### src/rtl/pipeline_snapshot_tx.sv
// pipeline_snapshot_tx
// Freezes up to NUM_CH pipeline-register channels on a start pulse. The frozen
// copy is then streamed as a framed byte sequence into a UART TX FIFO:
//   HEADER, then {channel id, data bytes LSB first} for each enabled channel,
//   then an optional XOR checksum byte.
// The sender stalls on FIFO-full and presents the same byte again once the
// FIFO has room.
// Optional feature macro: SNAPSHOT_CHECKSUM_EN adds the trailing XOR checksum
// byte. The checksum covers the channel ids and data bytes, not HEADER.
module pipeline_snapshot_tx #(
  parameter int          NUM_CH   = 4,
  parameter int          CH_WIDTH = 129,
  parameter logic [7:0]  HEADER   = 8'hA5
) (
  input  logic                         i_clk,
  input  logic                         i_rst,
  input  logic                         i_start,
  input  logic [NUM_CH-1:0]            i_ch_mask,
  input  logic [NUM_CH*CH_WIDTH-1:0]   i_ch_data,
  input  logic                         i_tx_full,
  output logic                         o_tx_start,
  output logic [7:0]                   o_tx_data,
  output logic                         o_busy,
  output logic                         o_done
);

  localparam int BPC = (CH_WIDTH + 7) / 8;
  localparam int CIW = (NUM_CH > 1) ? $clog2(NUM_CH) : 1;
  localparam int BIW = (BPC > 1) ? $clog2(BPC) : 1;

`ifdef SNAPSHOT_CHECKSUM_EN
  typedef enum logic [2:0] {S_IDLE, S_HDR, S_CHID, S_DATA, S_CSUM, S_DONE} state_t;
  localparam state_t S_TAIL = S_CSUM;
`else
  typedef enum logic [2:0] {S_IDLE, S_HDR, S_CHID, S_DATA, S_DONE} state_t;
  localparam state_t S_TAIL = S_DONE;
`endif

  state_t                       state_q, state_d;
  logic [CIW-1:0]               chIdx_q, chIdx_d;
  logic [BIW-1:0]               byteIdx_q, byteIdx_d;
  logic [NUM_CH-1:0]            mask_q, mask_d;
  logic [NUM_CH*CH_WIDTH-1:0]   snap_q, snap_d;
  logic                         txStart_q, txStart_d;
  logic [7:0]                   txData_q, txData_d;
  logic                         busy_q, busy_d;
  logic                         done_q, done_d;
`ifdef SNAPSHOT_CHECKSUM_EN
  logic [7:0]                   csum_q, csum_d;
`endif

  logic                         nextFound;
  logic [CIW-1:0]               nextIdx;
  int                           searchBase;
  logic [BPC*8-1:0]             chPad;
  logic [7:0]                   curByte;
  logic [7:0]                   chIdByte;

  // Find the lowest enabled channel after the current one (or from 0 in HDR)
  always_comb begin
    nextFound  = 1'b0;
    nextIdx    = '0;
    searchBase = (state_q == S_HDR) ? 0 : int'(chIdx_q) + 1;
    for (int n = NUM_CH - 1; n >= 0; n--) begin
      if (n >= searchBase && mask_q[n]) begin
        nextFound = 1'b1;
        nextIdx   = CIW'(n);
      end
    end
  end

  // Select the current data byte of the frozen channel, zero-padded above CH_WIDTH
  always_comb begin
    chPad                 = '0;
    chPad[CH_WIDTH-1:0]   = snap_q[int'(chIdx_q)*CH_WIDTH +: CH_WIDTH];
    curByte               = chPad[int'(byteIdx_q)*8 +: 8];
    chIdByte              = 8'(chIdx_q);
  end

  // Frame sequencer: next state, counters and the registered byte strobe
  always_comb begin
    state_d   = state_q;
    chIdx_d   = chIdx_q;
    byteIdx_d = byteIdx_q;
    mask_d    = mask_q;
    snap_d    = snap_q;
    txStart_d = 1'b0;
    txData_d  = 8'h00;
    busy_d    = (state_q != S_IDLE);
    done_d    = (state_q == S_DONE);
`ifdef SNAPSHOT_CHECKSUM_EN
    csum_d    = csum_q;
`endif
    case (state_q)
      S_IDLE: begin
        if (i_start) begin
          snap_d    = i_ch_data;
          mask_d    = i_ch_mask;
          chIdx_d   = '0;
          byteIdx_d = '0;
`ifdef SNAPSHOT_CHECKSUM_EN
          csum_d    = 8'h00;
`endif
          state_d   = S_HDR;
        end
      end
      S_HDR: begin
        if (!i_tx_full) begin
          txStart_d = 1'b1;
          txData_d  = HEADER;
          if (nextFound) begin
            chIdx_d = nextIdx;
            state_d = S_CHID;
          end else begin
            state_d = S_TAIL;
          end
        end
      end
      S_CHID: begin
        if (!i_tx_full) begin
          txStart_d = 1'b1;
          txData_d  = chIdByte;
`ifdef SNAPSHOT_CHECKSUM_EN
          csum_d    = csum_q ^ chIdByte;
`endif
          byteIdx_d = '0;
          state_d   = S_DATA;
        end
      end
      S_DATA: begin
        if (!i_tx_full) begin
          txStart_d = 1'b1;
          txData_d  = curByte;
`ifdef SNAPSHOT_CHECKSUM_EN
          csum_d    = csum_q ^ curByte;
`endif
          if (byteIdx_q == BIW'(BPC - 1)) begin
            byteIdx_d = '0;
            if (nextFound) begin
              chIdx_d = nextIdx;
              state_d = S_CHID;
            end else begin
              state_d = S_TAIL;
            end
          end else begin
            byteIdx_d = byteIdx_q + 1'b1;
          end
        end
      end
`ifdef SNAPSHOT_CHECKSUM_EN
      S_CSUM: begin
        if (!i_tx_full) begin
          txStart_d = 1'b1;
          txData_d  = csum_q;
          state_d   = S_DONE;
        end
      end
`endif
      S_DONE: begin
        chIdx_d   = '0;
        byteIdx_d = '0;
        state_d   = S_IDLE;
      end
      default: state_d = S_IDLE;
    endcase
  end

  // State, snapshot and output registers with synchronous reset
  always_ff @(posedge i_clk) begin
    if (i_rst) begin
      state_q   <= S_IDLE;
      chIdx_q   <= '0;
      byteIdx_q <= '0;
      mask_q    <= '0;
      snap_q    <= '0;
      txStart_q <= 1'b0;
      txData_q  <= 8'h00;
      busy_q    <= 1'b0;
      done_q    <= 1'b0;
`ifdef SNAPSHOT_CHECKSUM_EN
      csum_q    <= 8'h00;
`endif
    end else begin
      state_q   <= state_d;
      chIdx_q   <= chIdx_d;
      byteIdx_q <= byteIdx_d;
      mask_q    <= mask_d;
      snap_q    <= snap_d;
      txStart_q <= txStart_d;
      txData_q  <= txData_d;
      busy_q    <= busy_d;
      done_q    <= done_d;
`ifdef SNAPSHOT_CHECKSUM_EN
      csum_q    <= csum_d;
`endif
    end
  end

  assign o_tx_start = txStart_q;
  assign o_tx_data  = txData_q;
  assign o_busy     = busy_q;
  assign o_done     = done_q;

endmodule

### config.mk
export PLATFORM = sky130hd
export DESIGN_NAME = pipeline_snapshot_tx
export DESIGN_NICKNAME = d
export VERILOG_FILES = /design/src/rtl/pipeline_snapshot_tx.sv
export SDC_FILE = /design/constraint.sdc
export NUM_CORES = 1
export LEC_CHECK = 0
export BUFFER_PORTS_ARGS = -buffer_cell sky130_fd_sc_hd__buf_2
export CELL_PAD_IN_SITES_DETAIL_PLACEMENT = 2
export CELL_PAD_IN_SITES_GLOBAL_PLACEMENT = 2
export CORE_UTILIZATION = 31
export CTS_CLUSTER_SIZE = 28
export DETAILED_ROUTE_END_ITERATION = 16
export PLACE_DENSITY_LB_ADDON = 0.1
export SLEW_MARGIN = 20
export SYNTH_ARGS = -nofsm -noshare
export SYNTH_HDL_FRONTEND = slang
export SYNTH_SLANG_ARGS = --single-unit
### constraint.sdc
create_clock -name i_clk -period 3 [get_ports i_clk]
set_clock_uncertainty 0.1 [all_clocks]
set_input_delay 0.3 -clock i_clk [delete_from_list [all_inputs] [get_ports i_clk]]
set_output_delay 0.3 -clock i_clk [all_outputs]
set_load 0.01 [all_outputs]
### Word level (Yosys, flattened, before mapping)

Cells that the tools add are included.

* bits in registers: 541
* input bits: 524
* output and inout port bits: 11
* logic and storage cells: 75

* bitwise gates (word level): 1
* $mul: 1
* eq/ne operators: 10
* $add $sub $neg: 2
* mux-type cells: 32
* $lt $le $gt $ge: 4
* reductions and logical operators: 14
* shifts and indexed selects: 2

Operators by type and width (count)
* $shiftx 516x11->129: 1
* $shiftx 136x9->8: 1
* $pmux 8 s3: 1
* $mux 3: 7
* $mux 2: 10
* $mux 5: 4
* $pmux 5 s4: 1
* $mux 8: 2
* $pmux 3 s4: 1
* $mul 2x8->10 const B: 1
* $ne 2x2->1 const B: 5
* $reduce_and 5->1: 2
* $pmux 2 s4: 1
* $reduce_bool 4->1: 2
* $eq 3x2->1 const B: 2
* $ge 1x3->1 const A: 2
* $ge 2x3->1 const A: 2
* $add 5x1->5 const B: 1
* $eq 5x5->1 const B: 1
* $mux 1: 5
* $logic_and 1x1->1: 4
* $reduce_and 4->1: 1
* $add 2x1->3 const B: 1
* $eq 3x1->1 const B: 1
* 7 further kinds: 7

### Longest topological paths before layout

* word-level depth: 12
* depth in mapped cells: 9
* gate-level depth less buffers: 7

### Least setup slack after synthesis

Ideal clock, no wire load.

* path type: flip-flop to flip-flop
* from: reg chIdx_q[0]
* to: reg txData_q[3], in the netlist o_tx_data[3]
* clock period less this slack: 2115 ps
* setup time: 115 ps
* required time: 2785 ps
* buffers on the path: 2
* data arrival time: 1900 ps
* path slack: 885 ps
* cell stages (with the launch flop): 8
* path through: dfxtp_1 -> buf_6 -> buf_2 -> mux4_2 -> a22o_1 -> a221oi_1 -> o22ai_1 -> o21a_1

* cells in the longest elaborated chain, start to end: 5

Ends and longest elaborated chain
* from (decl): RTL line 40 `logic [CIW-1:0] chIdx_q, chIdx_d;`
* from (signal assigned): RTL line 185 `chIdx_q <= chIdx_d;`
* $mul 2x8->10: RTL line 75 `chPad[CH_WIDTH-1:0] = snap_q[int'(chIdx_q)*CH_WIDTH +: CH_WIDTH];`
* $shiftx 516x11->129: RTL line 75
* $shiftx 136x9->8: RTL line 76 `curByte = chPad[int'(byteIdx_q)*8 +: 8];`
* $mux 8: RTL line 131 `if (!i_tx_full) begin`
* $pmux 8 s3: RTL line 94 `case (state_q)`
* to (signal assigned): RTL line 190 `txData_q <= txData_d;`
* to (decl): RTL line 45 `logic [7:0] txData_q, txData_d;`

No other way between the ends.
A chain may end at the register's enable or synchronous reset.

### Worst setup path after layout

* from: reg state_q[1]
* to: reg snap_q[339]

* cells in the longest elaborated chain, start to end: 2

Ends and longest elaborated chain
* from (decl): RTL line 39 `state_t state_q, state_d;`
* from (signal assigned): RTL line 184 `state_q <= state_d;`
* $logic_not 3->1: RTL line 94
* $reduce_and 2->1 (no line)
* to (signal assigned): RTL line 188 `snap_q <= snap_d;`
* to (decl): RTL line 43 `logic [NUM_CH*CH_WIDTH-1:0] snap_q, snap_d;`

No other way between the ends.

==> qor.yml <==
outcome: "finished clean"
final_nets: 4217
final_common_cell: "nand2_1"
ant_nets: 0
n_fill_cell: 7658
synth_edf_count: 0
final_cell_mix: "1073 x nand2_1, 563 x dlygate4sd3_1, 538 x dfxtp_1"
avgViaCountPerCell: 5.25
tritoncts: "built"
crit_start: "state_q[1]"
postPlaceCellArea_um2: 26300
rows: 98
synth_flop_cell: "dfxtp_1"
antenna_found_initial: 33
power_density_nw_per_um2: 619
drv_cap: 0
synthCells: 2691
worst-slew-pin-transition_ns: 0.930
post-route-cell-area_um2: 34200
grt-ovfl-total: 0
synth.avg_cell_area_um2: 8.45
chipHeight_um: 273
cp_slowest_cell: "dlygate4sd3_1"
path_depth: 6
drc: 0
pre_cts_slack_ns: -0.0554
worstSetupEndpoint: "snap_q[339]"
drive_gt1_share_pct: 22.6
dr.pass1.iters: 5
rsz0062_at_grt: "no"
hpwl_um: 72400
grt_start_max_net_pins: 164
dieArea_um2: 74400
fin_ws_ns: 0.136
clock_sinks: 541
netlist-cell-type-count: 53
grt_pass1_vias: 28368
path_delay_family: "simple AND/OR/NAND/NOR gates"
cts_buffers: 60
worst_ep_arrival_time_ns: 3.33
required_ns: 3.47
stdcell_count: 4726
slowest_delay_ns: 0.59
ys_seq_area_share_pct: 47.7
cts.clk_slew.worst_paths_ns: 0.06
core-area_um2: 72000
avgRoutedWirePerCell_um: 26.9
p_leak_nw: 13.6
path_max_fanout: 102
period_share_pct: 95.5
die_w_um: 273
clock_latency_ns: 0.64
drtIter0Drc: 1428
timing.rr.end: "snap_q[339]"
reg2reg_slack_ns: 0.14
yosys_warnings: 0
cts-root-buf: "clkbuf_16"
maxSlewViolCount: 0
ff2ff_path_depth: 6
synth.net_count: 3218
htreeDepth: 2
worstPathCellList: "nor3_1, and2_4, buf_12, nand2_1, a21oi_1, dlygate4sd3_1"
initial_utilization_pct: 31.6
cp-start-kind: "flop"
tns_ns: 0
gp_congestion: 0.841
synth_seq_cells: 541
utilization_pct: 47.5
finalHoldViolations: 0
hold_class: "flop to flop"
routed_wl_um: 127000
vdd_drop_max_mv: 0.477
max_freq_mhz: 349
reg2reg_from: "state_q[1]"
area_growth_pct: 50.4
syn-cell-area_um2: 22700
path_buf_inv: 2
slew_headroom_pct: 38.0
track_usage_pct: 33.1
path_class: "flop to flop"
cts_buffer_depth: 3
io_buffers: 534
grt_pass1_wl_um: 184000
async_flop_share_pct: 0
endpoint_kind: "flop"
setup_violations: 0
vias: 24827
dp.cells: 4006
fin_crit_ns: 2.86
io_pins: 535
==> area by class of cell <==
type	instances	area [um2]	share of cell area (%)
flip-flops and latches	541	10800	31.7
repair buffers	1160	9090	26.6
multi-input cells	1922	10900	32.0
clock inverters	17	206	0.604
inverters	5	18.8	0.0549
diodes	38	95.1	0.278
well taps	950	1190	3.48
clock buffers	93	1800	5.26
==> per-stage QoR <==
step | total power, mW | hold WS, ns
after floorplan | 10.8 | 0.291
after global placement | 12.4 | 0.339
after CTS | 20.8 | 0.323
after global routing | 22.0 | 0.369
after detailed placement | 12.6 | 0.349
final | 21.2 | 0.354
==> flip-flops by register name, indices dropped and copies added (netlist names) <==
name        count
o_done          1
o_tx_data       8
state_q         3
o_busy          1
chIdx_q         2
snap_q        516
mask_q          4
byteIdx_q       5
o_tx_start      1
==> power by group <==
group / internal [mW] / switching (mW)
Sequential: 7.99 / 0.566
Combinational: 1.95 / 2.91
Clock: 4.45 / 3.30
Total: 14.4 / 6.78
==> synth_stat cells, drive strengths merged (2+ instances only) <==
master | n | share of area, %
and3b | 2 | 0.077
nor3 | 5 | 0.11
and3 | 2 | 0.055
o31ai | 2 | 0.088
nand2b | 5 | 0.14
o21a | 2 | 0.066
o31a | 2 | 0.077
nor2 | 21 | 0.35
buf | 58 | 1.5
nand2 | 1074 | 18
nand4 | 6 | 0.17
mux4 | 124 | 12
a22o | 5 | 0.19
a221oi | 15 | 0.58
o21ai | 15 | 0.33
mux2 | 21 | 1.0
xor2 | 3 | 0.12
inv | 4 | 0.066
ha | 3 | 0.17
a311oi | 2 | 0.077
a22oi | 21 | 0.69
or2 | 2 | 0.055
o211ai | 3 | 0.099
a21oi | 529 | 12
mux2i | 10 | 0.44
o22ai | 3 | 0.083
clkbuf | 165 | 2.7
nor3b | 4 | 0.13
nand3 | 18 | 0.40
and2 | 3 | 0.083
dfxtp | 541 | 48
nand3b | 2 | 0.066
nor2b | 6 | 0.17
==> what timing repair did <==
item,CTS,global route
hold endpoints to repair,524,0
gates resized for setup,1,1
hold buffers,563,0
setup buffers,0,8
cloned,0,1
endpoints found under the setup margin,1,6
==> kinds of logic (layout without fill, tap and decap cells) <==
family,count (synthesis),in the layout,share of synthesized area (%)
xor gates and xnor gates,4,4,0.154
muxes,155,155,13.8
AOI/OAI and AO/OA,606,606,14.2
adders and majority gates,3,3,0.165
other,0,38,0
DFF,541,541,47.7
and+or+nand+nor,1154,1154,19.7
buffers and inverters,228,1275,4.35
==> per-layer routing <==
metal	vias up	part of all wire, %	GRT usage, %
met5	-	0.020	0
met4	4	6.0	19.0
met3	355	3.6	4.45
met2	780	52	60.8
met1	12550	38	36.4
li1	11138	-	-
==> worst min-delay path by stage <==
stage / endpoint / cells after the start / start
floorplan: o_tx_start / 1 / i_tx_full
global placement: snap_q[410] / 2 / snap_q[410]
detailed placement: snap_q[104] / 2 / snap_q[104]
CTS: snap_q[140] / 4 / i_ch_data[140]
global route: snap_q[201] / 4 / i_ch_data[201]
finish: snap_q[122] / 2 / snap_q[122]
==> worst min-delay path, cell delays in order (launching register included) <==
cell,delay [ns]
dfxtp_1,0.31
nand2_1,0.05
a21oi_1,0.05
No activity file was read; power rests on OpenSTA's default activity.
